## src/rtl/mem_bus_pkg.sv

```systemverilog
// mem_bus_pkg: shared types and default constants for the memory bus responder.
package mem_bus_pkg;
    localparam int ADDR_W = 64;
    localparam int DATA_W = 64;
    localparam int STRB_W = 8;
    localparam logic [ADDR_W-1:0] ERR_BASE_DEF = 64'h0000_0000_0000_F000;
    localparam logic [ADDR_W-1:0] ERR_MASK_DEF = 64'h0000_0000_0000_F000;
    typedef enum logic {IDLE, STALL} state_t;
    typedef struct packed {
        logic [ADDR_W-1:0] addr;
        logic              wen;
        logic [STRB_W-1:0] strb;
        logic [DATA_W-1:0] wdata;
    } req_t;
endpackage

```

## src/rtl/mem_bus_responder_if.sv

```systemverilog
// mem_bus_responder_if: core request bus and its zero-latency response.
interface mem_bus_responder_if #(
    parameter int MEM_ADDR_W = 64,
    parameter int MEM_DATA_W = 64,
    parameter int MEM_STRB_W = 8
);
    logic                  req;
    logic [MEM_ADDR_W-1:0] addr;
    logic                  wen;
    logic [MEM_STRB_W-1:0] strb;
    logic [MEM_DATA_W-1:0] wdata;
    logic                  gnt;
    logic                  err;
    logic [MEM_DATA_W-1:0] rdata;
    modport master (output req, addr, wen, strb, wdata, input gnt, err, rdata);
    modport slave  (input req, addr, wen, strb, wdata, output gnt, err, rdata);
endinterface

```

## src/rtl/mem_bus_store.sv

```systemverilog
// mem_bus_store: byte-strobed word array with synchronous clear, async read, strobed write.
module mem_bus_store #(
    parameter int DATA_W  = 64,
    parameter int STRB_W  = 8,
    parameter int DEPTH_W = 4
) (
    input  logic               clk,
    input  logic               rst,
    input  logic               we,
    input  logic [DEPTH_W-1:0] widx,
    input  logic [STRB_W-1:0]  strb,
    input  logic [DATA_W-1:0]  wdata,
    input  logic [DEPTH_W-1:0] ridx,
    output logic [DATA_W-1:0]  rdata
);
    logic [DATA_W-1:0] mem [2**DEPTH_W];
    always_ff @(posedge clk) begin
        if (rst) begin
            for (int i = 0; i < 2**DEPTH_W; i++) mem[i] <= '0;
        end else if (we) begin
            for (int b = 0; b < STRB_W; b++) if (strb[b]) mem[widx][8*b +: 8] <= wdata[8*b +: 8];
        end
    end
    assign rdata = mem[ridx];
endmodule

```

## src/rtl/mem_bus_responder.sv

```systemverilog
// mem_bus_responder: bounded-stall memory slave with error region and sticky protocol checker.
module mem_bus_responder
    import mem_bus_pkg::*;
#(
    parameter int MEM_ADDR_W = 64,
    parameter int MEM_DATA_W = 64,
    parameter int MEM_STRB_W = 8,
    parameter int DEPTH_W    = 4,
    parameter int MAX_STALL  = 3,
    parameter logic [MEM_ADDR_W-1:0] ERR_BASE = ERR_BASE_DEF,
    parameter logic [MEM_ADDR_W-1:0] ERR_MASK = ERR_MASK_DEF
) (
    input  logic                g_clk,
    input  logic                g_reset,
    mem_bus_responder_if.slave  bus,
    input  logic                stall_req,
    output logic                proto_err,
    output logic [15:0]         n_txn
);
    localparam int OFF_W = $clog2(MEM_STRB_W);
    localparam int CNT_W = $clog2(MAX_STALL + 2);
    state_t             state;
    logic [CNT_W-1:0]   stall_cnt;
    req_t               cur, lat;
    logic [DEPTH_W-1:0] idx;
    logic               hit, wr;
    logic [MEM_DATA_W-1:0] mem_rdata;
    assign cur = '{addr: bus.addr, wen: bus.wen, strb: bus.strb, wdata: bus.wdata};
    assign idx = bus.addr[DEPTH_W+OFF_W-1:OFF_W];
    assign hit = (bus.addr & ERR_MASK) == ERR_BASE;
    // A saturated stall counter overrides the stall wish, bounding latency.
    assign bus.gnt   = bus.req && !g_reset && (!stall_req || stall_cnt == CNT_W'(MAX_STALL));
    assign bus.err   = bus.gnt && hit;
    assign bus.rdata = (bus.gnt && !bus.wen && !hit) ? mem_rdata : '0;
    assign wr        = bus.gnt && bus.wen && !hit;
    mem_bus_store #(.DATA_W(MEM_DATA_W), .STRB_W(MEM_STRB_W), .DEPTH_W(DEPTH_W)) u_store (
        .clk(g_clk), .rst(g_reset), .we(wr), .widx(idx), .strb(bus.strb),
        .wdata(bus.wdata), .ridx(idx), .rdata(mem_rdata)
    );
    always_ff @(posedge g_clk) begin
        if (g_reset) begin
            state     <= IDLE;
            stall_cnt <= '0;
            n_txn     <= '0;
            proto_err <= 1'b0;
            lat       <= '0;
        end else begin
            if (state == IDLE) begin
                if (bus.req && !bus.gnt) begin
                    state     <= STALL;
                    lat       <= cur;
                    stall_cnt <= CNT_W'(1);
                end
            end else begin
                if (!bus.req || cur != lat) proto_err <= 1'b1;
                if (!bus.req || bus.gnt) begin
                    state     <= IDLE;
                    stall_cnt <= '0;
                end else if (stall_cnt != CNT_W'(MAX_STALL)) begin
                    stall_cnt <= stall_cnt + 1'b1;
                end
            end
            n_txn <= n_txn + 16'(bus.gnt);
        end
    end
endmodule
```

## src/flat_wrapper.sv

```systemverilog
// flat-port wrapper written by rule: the top's interface ports become plain ports
module mem_bus_responder_flat import mem_bus_pkg::*;
#(
    parameter int MEM_ADDR_W = 64,
    parameter int MEM_DATA_W = 64,
    parameter int MEM_STRB_W = 8,
    parameter int DEPTH_W    = 4,
    parameter int MAX_STALL  = 3,
    parameter logic [MEM_ADDR_W-1:0] ERR_BASE = ERR_BASE_DEF,
    parameter logic [MEM_ADDR_W-1:0] ERR_MASK = ERR_MASK_DEF
)
  (g_clk, g_reset, stall_req, proto_err, n_txn, bus_req, bus_addr, bus_wen, bus_strb, bus_wdata, bus_gnt, bus_err, bus_rdata);
  mem_bus_responder_if #(.MEM_ADDR_W(MEM_ADDR_W), .MEM_DATA_W(MEM_DATA_W), .MEM_STRB_W(MEM_STRB_W)) bus_i ();
  input  logic g_clk;
  input  logic g_reset;
  input  logic stall_req;
  output logic proto_err;
  output logic [15:0] n_txn;
  input wire logic [$bits(bus_i.req)-1:0] bus_req;
  input wire logic [$bits(bus_i.addr)-1:0] bus_addr;
  input wire logic [$bits(bus_i.wen)-1:0] bus_wen;
  input wire logic [$bits(bus_i.strb)-1:0] bus_strb;
  input wire logic [$bits(bus_i.wdata)-1:0] bus_wdata;
  output wire logic [$bits(bus_i.gnt)-1:0] bus_gnt;
  output wire logic [$bits(bus_i.err)-1:0] bus_err;
  output wire logic [$bits(bus_i.rdata)-1:0] bus_rdata;
  assign bus_i.req = bus_req;
  assign bus_i.addr = bus_addr;
  assign bus_i.wen = bus_wen;
  assign bus_i.strb = bus_strb;
  assign bus_i.wdata = bus_wdata;
  assign bus_gnt = bus_i.gnt;
  assign bus_err = bus_i.err;
  assign bus_rdata = bus_i.rdata;
  mem_bus_responder #(.MEM_ADDR_W(MEM_ADDR_W), .MEM_DATA_W(MEM_DATA_W), .MEM_STRB_W(MEM_STRB_W), .DEPTH_W(DEPTH_W), .MAX_STALL(MAX_STALL), .ERR_BASE(ERR_BASE), .ERR_MASK(ERR_MASK)) u_core (.g_clk(g_clk), .g_reset(g_reset), .bus(bus_i), .stall_req(stall_req), .proto_err(proto_err), .n_txn(n_txn));
endmodule
```

## config.mk

```make
export PLATFORM = sky130hd
export DESIGN_NAME = mem_bus_responder_flat
export DESIGN_NICKNAME = d
export VERILOG_FILES = /design/src/rtl/mem_bus_pkg.sv /design/src/rtl/mem_bus_responder_if.sv /design/src/rtl/mem_bus_store.sv /design/src/rtl/mem_bus_responder.sv /design/src/flat_wrapper.sv
export SDC_FILE = /design/constraint.sdc
export NUM_CORES = 2
export LEC_CHECK = 0
export BUFFER_PORTS_ARGS = -buffer_cell sky130_fd_sc_hd__buf_4
export CORE_MARGIN = 5
export CORE_UTILIZATION = 25
export CTS_CLUSTER_DIAMETER = 150
export DETAILED_ROUTE_END_ITERATION = 8
export PLACE_DENSITY_LB_ADDON = 0.08
export SKIP_CTS_REPAIR_TIMING = 1
export SLEW_MARGIN = 0
export SYNTH_ARGS = -nofsm -noshare
export SYNTH_HDL_FRONTEND = slang
export SYNTH_SLANG_ARGS = --single-unit
export TNS_END_PERCENT = 100
```

## constraint.sdc

```tcl
create_clock -name g_clk -period 2.2 [get_ports g_clk]
set_input_delay 0.33 -clock g_clk [delete_from_list [all_inputs] [get_ports g_clk]]
set_output_delay 0.33 -clock g_clk [all_outputs]
set_load 0.1 [all_outputs]
```

## Word-level counts from Yosys, hierarchy flattened

Memory sizes are Yosys's and may differ from the RTL's.
Cells that the tools add are included.

- Register bits after elaboration: 158
- RAM bits: 1024
- Output and inout bits: 83
- Word-level logic and storage cells: 84
- Memories: 1

Memories:

| name | depth | bits a word | rd ports | clocked after memory_dff | wr ports | line | RTL |
|---|---|---|---|---|---|---|---|
| u_core.u_store.mem | 16 | 64 | 1 | 0 | 16 | mem_bus_store.sv:16 | `logic [DATA_W-1:0] mem [2**DEPTH_W];` |

- $add $sub $neg: 2
- Equality and inequality tests: 5
- Muxes and demuxes: 45
- Bitwise operators: 1
- Reduce and logical (&&, ||, !) cells: 22

Operator list:

| kind | number |
|---|---|
| 137-bit != test | 1 |
| 64-bit two-way mux | 2 |
| 64-bit OR reduction | 1 |
| 1-bit two-way mux | 37 |
| 16-bit by 1-bit adder with 16-bit output | 1 |
| 3-bit two-way mux | 4 |
| 1-bit logical AND | 8 |
| 8-bit two-way mux | 1 |
| 1-bit logical NOT | 6 |
| 2-bit AND reduction | 3 |
| 4-bit equality test (second input constant) | 1 |
| 4-bit two-way mux | 1 |
| 3-bit by 1-bit adder with 3-bit output (second input constant) | 1 |
| 3-bit by 2-bit equality test with 1-bit output (second input constant) | 1 |
| 1-bit logical OR | 3 |
| 3-bit by 2-bit != test with 1-bit output (second input constant) | 1 |
| 3-bit != test (second input constant) | 1 |
| 2-bit nonzero test | 1 |
| 1-bit inverter | 1 |

## Depth between registers and ports, before layout

- Depth in word-level cells: 10
- Depth in mapped cells: 12

## Modules after synthesis

A second synthesis with hierarchy kept.

- Cell total of the unflattened synthesis: 4035
- Area total of the unflattened synthesis: 52211.3 um^2

Modules (own cells, without submodules):

| module | times used | cells an instance | area each (um^2) | sequential area each (um^2) |
|---|---|---|---|---|
| mem_bus_store | 1 | 3030 | 44508.9 | 30749.5 |
| mem_bus_responder | 1 | 1005 | 7702.4 | 3163.0 |

## Least setup slack after synthesis

No wires, ideal clock.

- Path type: register to output
- Start: reg u_core.stall_cnt[0]
- End: out bus_rdata[10]
- Arrival time: 3.216 ns
- Data required time: 1.870 ns
- Slack: -1.346 ns
- Stages on the path, launching flop included: 9
- Buffers on the path: 1
- Cells stage by stage: dfxtp_1 > ha_1 > ha_1 > nand2b_1 > nand2b_4 > inv_2 > nand3b_1 > clkbuf_1 > nor2b_1

- Word-level cells in the longest chain between the ends: 6

Ends and longest elaborated chain:

| what | line | RTL |
|---|---|---|
| start: declaration | mem_bus_responder.sv:23 | `logic [CNT_W-1:0] stall_cnt;` |
| start signal: assignment | mem_bus_responder.sv:60 | `stall_cnt <= stall_cnt + 1'b1;` |
| 3-bit by 2-bit equality test with 1-bit output | mem_bus_responder.sv:32 | `assign bus.gnt = bus.req && !g_reset && (!stall_req \|\| stall_cnt == CNT_W'(MAX_STALL));` |
| 1-bit logical OR | mem_bus_responder.sv:32 |  |
| 1-bit logical AND | mem_bus_responder.sv:32 |  |
| via bus_gnt | flat_wrapper.sv:24 | `output wire logic [$bits(bus_i.gnt)-1:0] bus_gnt;` |
| 1-bit logical AND (2 in a row) | mem_bus_responder.sv:34 | `assign bus.rdata = (bus.gnt && !bus.wen && !hit) ? mem_rdata : '0;` |
| 64-bit two-way mux | mem_bus_responder.sv:34 |  |
| end: declaration | flat_wrapper.sv:26 | `output wire logic [$bits(bus_i.rdata)-1:0] bus_rdata;` |

The timed path passes the listed nets, and every way through them passes these cells.

## Worst setup path after layout

- Start: reg u_core.stall_cnt[1]
- End: out bus_rdata[8]

- Word-level cells in the longest chain between the ends: 6

Ends and longest elaborated chain:

| what | line |
|---|---|
| 3-bit by 2-bit equality test with 1-bit output | mem_bus_responder.sv:32 |
| 1-bit logical OR | mem_bus_responder.sv:32 |
| 1-bit logical AND | mem_bus_responder.sv:32 |
| 1-bit logical AND (2 in a row) | mem_bus_responder.sv:34 |
| 64-bit two-way mux | mem_bus_responder.sv:34 |

No other way between the ends.

==> impl_metrics.env <==
export IMPL_die_w_um=476
export IMPL_synth_simple_area_share_pct=17.7
export IMPL_dr_first_iter_drc_count=2308
export IMPL_synthCells=3934
export IMPL_rr_worst_depth=13
export IMPL_worstSetupEndpointType="output port"
export IMPL_synth_adder_area_share_pct=0.0920
export IMPL_critPathMaxStageDelay_ns=0.35
export IMPL_max_slew_margin_rel_pct=49.2
export IMPL_avgViaCountPerCell=4.47
export IMPL_hold_violations=0
export IMPL_cts_max_path_buffers=3
export IMPL_antenna_found_initial=37
export IMPL_wl_mm=195
export IMPL_critPathLaunchType="flip-flop"
export IMPL_gp_congestion=0.775
export IMPL_synth_nets=4079
export IMPL_synth_async_reset_ratio_pct=0
export IMPL_cap_viol_max_count=0
export IMPL_start_util_pct=25.1
export IMPL_clock_skew_ns=0.0237
export IMPL_grt_pass1_wl_mm=277
export IMPL_yosysSeqAreaShare_pct=62.4
export IMPL_synthTopCellsByArea="edfxtp_1 (57%), mux4_2 (13%), and2_1 (9.0%)"
export IMPL_clk_pin_slew_ns=0.06
export IMPL_wire_per_inst_um=25.8
export IMPL_setup_ws_ns=-0.849
export IMPL_cts_buffers=149
export IMPL_synth_seq_cells=1182
export IMPL_postPlaceCellArea_um2=64900
export IMPL_timing_critical_path_from="u_core.stall_cnt[1]"
export IMPL_cp_arrival_ns=2.72
export IMPL_endpoint="bus_rdata[8]"
export IMPL_cp_required_ns=1.87
export IMPL_overflow=0
export IMPL_synthToLayoutAreaGrowth_pct=32.6
export IMPL_yosysWarnings=0
export IMPL_timing_rr_start="u_core.stall_cnt[1]"
export IMPL_grtUsageTotal_pct=16.9
export IMPL_tightest_slew_ns=0.762
export IMPL_seq_area_um2=33900
export IMPL_fin_util_pct=33.3
export IMPL_synth_top_cell_by_area="edfxtp_1"
export IMPL_setup_viol=1920
export IMPL_path_max_fanout=19
export IMPL_root_buffer="clkbuf_16"
export IMPL_drc=0
export IMPL_synthXorXnorAreaFrac_pct=1.59
export IMPL_status="finished with violations"
export IMPL_peakVddDrop_mv=0.764
export IMPL_num_vias=33900
export IMPL_multi_input_area_um2=20400
export IMPL_crit_buf_inv=4
export IMPL_r2r_end="u_core.u_store.mem[8][3]"
export IMPL_synth_edf_count=1024
export IMPL_post_route_min_period_ns=3.05
export IMPL_power_density_nw_per_um2=780
export IMPL_p_leak_nw=25.1
export IMPL_die_area_um2=227000
export IMPL_clock_sinks=1182
export IMPL_period_share_pct=139
export IMPL_dp_cells=7186
export IMPL_ioPinCount=224
export IMPL_portBuffers=223
export IMPL_synth_cell_area_um2=54400
export IMPL_n_fill_cell=21200
export IMPL_grt_max_degree=105
export IMPL_num_rows=171
export IMPL_min_delay_path_class="input port to flip-flop"
export IMPL_die_h_um=476
export IMPL_postSynthAreaPerCell_um2=13.8
export IMPL_drtAntennaViolNets=0
export IMPL_crit_family="buffers and inverters"
export IMPL_path_depth=10
export IMPL_tritoncts="yes"
export IMPL_critical_path_class="flip-flop to output port"
export IMPL_synthMuxAreaShare_pct=13.3
export IMPL_instances_no_fill=7581
export IMPL_dpl_hpwl_mm=143
export IMPL_first_pass_iters=5
export IMPL_synth_compound_area_share_pct=2.01
export IMPL_clock_fmax_ghz=0.328
export IMPL_synth_top_family_by_area="simple AND/OR/NAND/NOR gates"
export IMPL_final_area_um2=72100
export IMPL_reg2reg_slack_ns=-0.25
export IMPL_synth_distinct_cells=48
export IMPL_cp_slowest_cell="dfxtp_2"
export IMPL_final_nets=4740
export IMPL_grt_pass1_vias=35500
export IMPL_cts_max_level=4
export IMPL_ys_flop_type="edfxtp_1"
export IMPL_violations="setup timing"
export IMPL_timing_critical_path_cells="ha_4 > ha_4 > nand2b_4 > nand2b_4 > inv_12 > nand3b_1 > buf_4 > buf_12 > nor2b_2 > buf_12"
export IMPL_synth_top_cell_area_share_pct=56.5
export IMPL_core_area_um2=217000
export IMPL_clkLatencyLatePin_ns=0.79
export IMPL_rsz0062_at_grt="true"
export IMPL_finalMaxSlewViolations=0
export IMPL_drive_above_1_share_pct=34.0
## stage by stage
step                TNS (ns)  hold WS (ns)  worst slack, ns  power [mW]
detailed placement   -296.63         0.447           -0.663        32.0
global placement     -301.88         0.442           -0.670        32.0
floorplan             -22.83         0.436           -0.509        29.2
CTS                  -348.68        -0.301            -1.07        56.9
global route         -480.79        0.0132            -1.01        58.4
finish               -285.67        0.0432           -0.849        56.2
## worst min path at each step
stage | startpoint | endpoint | slack (ns) | cells after the start
2_1_floorplan | u_core.lat[103] | u_core.lat[103] | 0.44 | 2
3_3_place_gp | u_core.lat[78] | u_core.lat[78] | 0.44 | 2
3_5_place_dp | u_core.lat[98] | u_core.lat[98] | 0.45 | 2
4_1_cts | bus_addr[31] | u_core.lat[104] | -0.30 | 3
5_1_grt | bus_wdata[5] | u_core.lat[5] | 0.01 | 4
6_report | bus_wdata[59] | u_core.lat[59] | 0.04 | 4
## per-layer routing
metal  up-vias  wire length (µm)  GRT usage [%]
met5         -                62              0
met3       222              8030           3.21
li1      15700                 -              -
met2       669             92100           27.3
met4        10              4200           4.47
met1     17300             91000           23.5
## registers in the layout, summed over array words and instances (netlist names)
signal,count
u_core.u_store.mem,1024
u_core.lat,137
u_core.state,1
u_core.n_txn,16
u_core.stall_cnt,3
u_core.proto_err,1
## layout by cell type (no fill, tap or decap), types with 137 or more instances in the layout
| cell type | Yosys | final |
|---|---|---|
| edfxtp_1 | 1024 | 1024 |
| mux4_2 | 320 | 320 |
| buf_4 | 20 | 513 |
| buf_12 | 0 | 203 |
| dfxtp_1 | 158 | 151 |
| a21oi_1 | 137 | 137 |
| and2_1 | 784 | 784 |
| nand2_1 | 296 | 279 |
| clkbuf_16 | 0 | 158 |
| nor3_1 | 242 | 242 |
## cell usage after synthesis, types with 56 or more instances
| cell | number |
|---|---|
| a21oi_1 | 137 |
| and2_1 | 784 |
| clkbuf_1 | 210 |
| dfxtp_1 | 158 |
| edfxtp_1 | 1024 |
| mux4_2 | 320 |
| nand2_1 | 296 |
| nor2_1 | 136 |
| nor2b_1 | 86 |
| nor3_1 | 242 |
| or2_2 | 118 |
| xor2_1 | 56 |
## area by class of cell
class,instances,area share (%)
sequential,1182,47.1
multi-input combinational,2377,28.3
timing repair buffer,829,12.7
clock buffer,197,5.68
tap,2854,4.95
clock inverter,71,0.953
inverter,56,0.309
antenna,15,0.0521
## worst register-to-register path, delay by kind of cell (launching register included)
| kind | cells | cell delay, ns |
|---|---|---|
| DFF | 1 | 0.33 |
| buffers and inverters | 5 | 0.67 |
| adders and majority gates | 2 | 0.31 |
| and+or+nand+nor | 6 | 0.90 |
## logic make-up after synthesis
kind of cell,Yosys count
and+or+nand+nor,1764
DFF,1182
buffers and inverters,375
muxes,321
AOI/OAI and AO/OA,189
xor gates and xnor gates,99
adders and majority gates,4
## where the power goes
group / switching [mW] / leakage, nW / internal [mW]
registers: 0.434 / 11.0 / 25.4
logic: 3.25 / 11.8 / 2.57
clock network: 10.1 / 2.34 / 14.5
total: 13.7 / 25.1 / 42.5
Power figures use the tool's default switching activity.
